## src/rtl/passcode_controller_if.sv

```systemverilog
// Keypad-side bundle for the passcode controller.
// master drives keys, slave is the controller.
interface passcode_controller_if #(
  parameter int CODE_LEN = 4
);
  localparam int DW = $clog2(CODE_LEN + 1);

  logic [3:0]    key_code;
  logic          key_valid;
  logic          key_ack;
  logic [DW-1:0] digit_count;
  logic          unlocked;
  logic          prog_mode;
  logic          err;
  logic          locked_out;

  modport master (
    output key_code, key_valid,
    input  key_ack, digit_count, unlocked,
    input  prog_mode, err, locked_out
  );

  modport slave (
    input  key_code, key_valid,
    output key_ack, digit_count, unlocked,
    output prog_mode, err, locked_out
  );
endinterface

```

## src/rtl/passcode_controller.sv

```systemverilog
// Passcode lock: debounces keypad presses, collects digits,
// checks against a stored code, handles lockout and reprogramming.
module passcode_controller #(
  parameter int CODE_LEN = 4,
  parameter logic [CODE_LEN*4-1:0] DEFAULT_CODE = 16'h1234,
  parameter int MAX_TRIES = 3,
  parameter int DEBOUNCE_CYCLES = 1000,
  parameter int UNLOCK_CYCLES = 50000000,
  parameter int LOCKOUT_CYCLES = 100000000
) (
  input logic clk,
  input logic rst,
  passcode_controller_if.slave bus
);
  localparam int CW = CODE_LEN * 4;
  localparam int DW = $clog2(CODE_LEN + 1);
  localparam int TMAX = (UNLOCK_CYCLES > LOCKOUT_CYCLES)
                      ? UNLOCK_CYCLES : LOCKOUT_CYCLES;
  localparam int TW = $clog2(TMAX + 1);
  localparam int BW = $clog2(DEBOUNCE_CYCLES + 1);
  localparam int FW = $clog2(MAX_TRIES + 1);

  typedef enum logic [2:0] {
    S_ENTRY,
    S_CHECK,
    S_OPEN,
    S_PROG,
    S_LOCKOUT
  } state_t;

  logic          pressed;
  logic [BW-1:0] stable_cnt;
  logic [3:0]    ev_code;
  logic          ack;

  state_t        state;
  logic [CW-1:0] entry;
  logic [CW-1:0] stored;
  logic [DW-1:0] count;
  logic [FW-1:0] fails;
  logic [TW-1:0] timer;
  logic          unlocked_q;
  logic          prog_q;
  logic          err_q;
  logic          lock_q;

  logic is_digit;
  logic is_prog;
  logic is_enter;
  logic is_clear;
  logic full;
  logic expired;

  assign is_digit = ack && (ev_code <= 4'h9);
  assign is_prog  = ack && (ev_code == 4'hA);
  assign is_enter = ack && (ev_code == 4'hE);
  assign is_clear = ack && (ev_code == 4'hF);
  assign full     = (count == DW'(CODE_LEN));
  assign expired  = (timer <= TW'(1));

  // Debounce key_valid; one key_ack and code latch per press
  always_ff @(posedge clk) begin
    if (rst) begin
      pressed    <= 1'b0;
      stable_cnt <= '0;
      ev_code    <= '0;
      ack        <= 1'b0;
    end else begin
      ack <= 1'b0;
      if (bus.key_valid == pressed) begin
        stable_cnt <= '0;
      end else if (stable_cnt == BW'(DEBOUNCE_CYCLES - 1)) begin
        stable_cnt <= '0;
        pressed    <= ~pressed;
        if (!pressed) begin
          ack     <= 1'b1;
          ev_code <= bus.key_code;
        end
      end else begin
        stable_cnt <= stable_cnt + BW'(1);
      end
    end
  end

  // Lock FSM with registered status outputs
  always_ff @(posedge clk) begin
    if (rst) begin
      state      <= S_ENTRY;
      entry      <= '0;
      stored     <= DEFAULT_CODE;
      count      <= '0;
      fails      <= '0;
      timer      <= '0;
      unlocked_q <= 1'b0;
      prog_q     <= 1'b0;
      err_q      <= 1'b0;
      lock_q     <= 1'b0;
    end else begin
      err_q <= 1'b0;
      unique case (state)
        S_ENTRY, S_PROG: begin
          unique case (1'b1)
            is_digit: begin
              if (!full) begin
                entry <= (entry << 4) | CW'(ev_code);
                count <= count + DW'(1);
              end
            end
            is_clear: begin
              entry <= '0;
              count <= '0;
            end
            is_enter: begin
              if (state == S_ENTRY) begin
                state <= S_CHECK;
              end else begin
                if (full) stored <= entry;
                state  <= S_ENTRY;
                prog_q <= 1'b0;
                entry  <= '0;
                count  <= '0;
              end
            end
            default: ;
          endcase
        end
        S_CHECK: begin
          entry <= '0;
          count <= '0;
          if (full && (entry == stored)) begin
            state      <= S_OPEN;
            unlocked_q <= 1'b1;
            fails      <= '0;
            timer      <= TW'(UNLOCK_CYCLES);
          end else begin
            err_q <= 1'b1;
            fails <= fails + FW'(1);
            if (fails == FW'(MAX_TRIES - 1)) begin
              state  <= S_LOCKOUT;
              lock_q <= 1'b1;
              timer  <= TW'(LOCKOUT_CYCLES);
            end else begin
              state <= S_ENTRY;
            end
          end
        end
        S_OPEN: begin
          if (expired) begin
            state      <= S_ENTRY;
            unlocked_q <= 1'b0;
            timer      <= '0;
          end else begin
            timer <= timer - TW'(1);
            if (is_enter) begin
              state      <= S_ENTRY;
              unlocked_q <= 1'b0;
              timer      <= '0;
            end else if (is_prog) begin
              state      <= S_PROG;
              unlocked_q <= 1'b0;
              prog_q     <= 1'b1;
              entry      <= '0;
              count      <= '0;
              timer      <= '0;
            end
          end
        end
        S_LOCKOUT: begin
          if (expired) begin
            state  <= S_ENTRY;
            lock_q <= 1'b0;
            fails  <= '0;
            timer  <= '0;
          end else begin
            timer <= timer - TW'(1);
          end
        end
        default: state <= S_ENTRY;
      endcase
    end
  end

  assign bus.key_ack     = ack;
  assign bus.digit_count = count;
  assign bus.unlocked    = unlocked_q;
  assign bus.prog_mode   = prog_q;
  assign bus.err         = err_q;
  assign bus.locked_out  = lock_q;
endmodule

```

## src/flat_wrapper.sv

```systemverilog
// flat-port wrapper written by rule: the top's interface ports become plain ports
module passcode_controller_flat 
#(
  parameter int CODE_LEN = 4,
  parameter logic [CODE_LEN*4-1:0] DEFAULT_CODE = 16'h1234,
  parameter int MAX_TRIES = 3,
  parameter int DEBOUNCE_CYCLES = 1000,
  parameter int UNLOCK_CYCLES = 50000000,
  parameter int LOCKOUT_CYCLES = 100000000
)
  (clk, rst, bus_key_code, bus_key_valid, bus_key_ack, bus_digit_count, bus_unlocked, bus_prog_mode, bus_err, bus_locked_out);
  passcode_controller_if #(.CODE_LEN(CODE_LEN)) bus_i ();
  input logic clk;
  input logic rst;
  input wire logic [$bits(bus_i.key_code)-1:0] bus_key_code;
  input wire logic [$bits(bus_i.key_valid)-1:0] bus_key_valid;
  output wire logic [$bits(bus_i.key_ack)-1:0] bus_key_ack;
  output wire logic [$bits(bus_i.digit_count)-1:0] bus_digit_count;
  output wire logic [$bits(bus_i.unlocked)-1:0] bus_unlocked;
  output wire logic [$bits(bus_i.prog_mode)-1:0] bus_prog_mode;
  output wire logic [$bits(bus_i.err)-1:0] bus_err;
  output wire logic [$bits(bus_i.locked_out)-1:0] bus_locked_out;
  assign bus_i.key_code = bus_key_code;
  assign bus_i.key_valid = bus_key_valid;
  assign bus_key_ack = bus_i.key_ack;
  assign bus_digit_count = bus_i.digit_count;
  assign bus_unlocked = bus_i.unlocked;
  assign bus_prog_mode = bus_i.prog_mode;
  assign bus_err = bus_i.err;
  assign bus_locked_out = bus_i.locked_out;
  passcode_controller #(.CODE_LEN(CODE_LEN), .DEFAULT_CODE(DEFAULT_CODE), .MAX_TRIES(MAX_TRIES), .DEBOUNCE_CYCLES(DEBOUNCE_CYCLES), .UNLOCK_CYCLES(UNLOCK_CYCLES), .LOCKOUT_CYCLES(LOCKOUT_CYCLES)) u_core (.clk(clk), .rst(rst), .bus(bus_i));
endmodule
```

## config.mk

```make
export PLATFORM = sky130hd
export DESIGN_NAME = passcode_controller_flat
export DESIGN_NICKNAME = d
export VERILOG_FILES = /design/src/rtl/passcode_controller_if.sv /design/src/rtl/passcode_controller.sv /design/src/flat_wrapper.sv
export SDC_FILE = /design/constraint.sdc
export NUM_CORES = 1
export LEC_CHECK = 0
export BUFFER_PORTS_ARGS = -buffer_cell sky130_fd_sc_hd__buf_2
export CAP_MARGIN = 20
export CORE_UTILIZATION = 30
export CTS_BUF_LIST = sky130_fd_sc_hd__clkbuf_8
export DETAILED_ROUTE_END_ITERATION = 12
export GPL_TIMING_DRIVEN = 0
export HOLD_SLACK_MARGIN = 0.08
export MAX_ROUTING_LAYER = met4
export SYNTH_ARGS = -nofsm -noshare
export SYNTH_HDL_FRONTEND = slang
export SYNTH_SLANG_ARGS = --single-unit
```

## constraint.sdc

```tcl
create_clock -name clk -period 3.8 [get_ports clk]
set_clock_uncertainty 0.15 [all_clocks]
set_input_delay 0.19 -clock clk [delete_from_list [all_inputs] [get_ports clk]]
set_output_delay 0.19 -clock clk [all_outputs]
set_load 0.02 [all_outputs]
```

==> run metrics <==
status finished clean; Clk network pwr share 0.187; antenna violations before repair 0; Gates resized, CTS repair 0; final hold viol count 0; Comb pwr share 0.518; RSZ-0062 raised after global routing false; main flop type after synthesis dfxtp_1; most frequent cell after synthesis dfxtp_1; switch share 0.457; Netlist cell types 62; largest net degree at the start of global routing 17; post-DP HPWL 7500 um; Clk Latency, worst-skew pair 380 ps; Post-synth EDFFs 0; Crit Path Category reg2reg; pre-CTS setup slack 975 ps; DRT Wirelength 10500 um; IO Count 15; grt total ovfl 0; slowest stage delay, CP 510 ps; die height 121 um; die area 14600 um2; P per Cell Area 840 nW/um2; Worst path top cell family by delay simple AND/OR/NAND/NOR gates; number of I/O port buffers 14; Yosys top cell area share 0.411; CTS Buf Count 9; Clock transition at path regs 80 ps; setup ws final 905 ps; syn nets 503; area added between synthesis and finish 13.9%; Gate Count Post-Synth 489; fraction of registers with async set/reset 0; Sink Count 87; fmax 345 MHz; setup tns final 0 ps; setup violators final 0; number of global-route vias before repair 3638; Final Cycle Share 0.762; Max Cap Viol 0; Synth area leaders dfxtp_1 41%, nor2_1 5.0%, xnor2_1 4.1%; detailed-router iteration count before antenna repair 5; floorplan core area 13800 um2; CTS HTree Levels 3; Avg Vias per Cell 5.32; vias after detailed routing 3748; initial core utilization 0.307; area leader, netlist dfxtp_1; Buf/Inv on CP 2; first-pass GRT wire length 17600 um; Cell Chain, Critical Path xnor2_1 > nand4_1 > nor3_1 > and3_1 > clkbuf_1 > buf_1 > o21ai_0 > a21oi_1; Seq pwr share 0.295; Slew Limit Fails 0; Hold/Removal Path Class reg2reg; pin slew with the least headroom to its limit 904 ps; Crit path depth 8; Worst Setup End Kind register; register area share after synthesis 0.411; Rows 43; DR DRC count 0; CP max FO 10; Longest Clk Path Bufs 2; Die Span X 121 um; CP Launch Type register; Final ANT Viol Nets 0; DR WL/cell 14.9 um; CTS tree built; Worst EP required 3950 ps; YS warnings 0; Hold Path Cell Cnt 1; Netlist Area Pre-Place 4240 um2; Net Switching 1860 uW; most frequent cells after synthesis 87 x dfxtp_1, 57 x nor2_1, 30 x a21oi_1, 30 x nor3_1, 24 x nand2_1; gr usage total 0.157; antenna cells 0; leakage 0.00178 uW; root buffer cell clkbuf_8; fin crit period 2900 ps; syn avg cell area 8.67 um2; crit path DAT 3050 ps; share of cells above drive strength 1 0.105; slowest CP cell nor3_1; VDD IR-drop max 311 uV; Nets 534; worst r2r path cells 8; 1st-iter DRT viols 214; Slew headroom 0.392; Internal Power 2210 uW; GPL Wtd Cong 0.931; Synth Register Bits 87
-- cells in the final DEF (no fill, tap or decap), drive strengths merged, types with 4 or more instances in the layout --
cell type     n
a211oi        5
nor3         30
inv          21
a21oi        31
or2           4
nand3        23
a211o         6
o21ai        17
ha            7
nor2b         4
dlygate4sd3   6
nor2         57
xor2          5
dfxtp        87
mux2i        15
buf          21
nor4         12
nand4        10
and3          5
nand2        24
nand2b        7
a31oi         5
or3           6
xnor2        20
clkbuf       27
a22o         16
-- stage by stage --
step | instances | utilization | cell area (um2) | hold slack (ps) | power [uW]
2_1_floorplan | 489 | - | 4240 | 184 | 2790
3_3_place_gp | 683 | 0.328 | 4540 | 272 | 3220
3_5_place_dp | 683 | 0.328 | 4540 | 284 | 3280
4_1_cts | 705 | 0.349 | 4830 | 304 | 4050
5_1_grt | 705 | 0.349 | 4830 | 324 | 4360
6_report | 705 | 0.349 | 4830 | 304 | 4060
-- metal layers --
| metal | track usage | part of all wire | up-vias |
|---|---|---|---|
| met4 | 0.0440 | 0.012 | 0 |
| li1 | - | - | 1853 |
| met3 | 0.0423 | 0.050 | 10 |
| met1 | 0.192 | 0.47 | 1810 |
| met2 | 0.253 | 0.47 | 75 |
| met5 | - | 0 | - |
-- sequential cells by signal, indices dropped and copies added, names as in the netlist, 2 cells and up --
name	flops
u_core.bus.digit_count	3
u_core.entry	16
u_core.ev_code	4
u_core.fails	2
u_core.stable_cnt	10
u_core.state	3
u_core.stored	16
u_core.timer	27
-- power by group through the flow --
stage | registers, uW | logic (uW) | clock network [uW]
6_report | 1200 | 2100 | 759
5_1_grt | 1230 | 2320 | 809
4_1_cts | 1200 | 2080 | 779
3_5_place_dp | 1220 | 2060 | 0
3_3_place_gp | 1210 | 2010 | 0
2_1_floorplan | 1190 | 1600 | 0
-- layout make-up --
class                           instances  area (um2)
Fill cell                            1402        9000
Tap cell                              180         225
Buffer                                 24         103
Timing Repair Buffer                   20         130
Multi-Input combinational cell        360        2330
Sequential cell                        87        1740
Clock buffer                           10         138
Clock inverter                          6        96.3
Inverter                               18        67.6
-- final timing paths --
kind                        start                    to  slack [ps]
max               u_core.entry[0]      u_core.timer[20]         900
min          u_core.stable_cnt[0]  u_core.stable_cnt[0]         300
max reg2reg       u_core.entry[0]      u_core.timer[20]         900
min reg2reg  u_core.stable_cnt[0]  u_core.stable_cnt[0]         300
-- cell families after synthesis --
group,share of synthesized area
adder cells (fa/ha/maj),0.0206
AO/OA/AOI/OAI,0.194
multiplexers,0.0381
XOR/XNOR,0.0516
buffers and inverters,0.0401
AND/OR/NAND/NOR,0.245
flip-flops,0.411
-- repair_timing --
action                                  4_1_cts  5_1_grt
setup buffers                                 0        0
hold endpoints to repair                     13        0
endpoints found under the setup margin        0        0
hold buffers                                  6        0
Power figures use the tool's default switching activity.
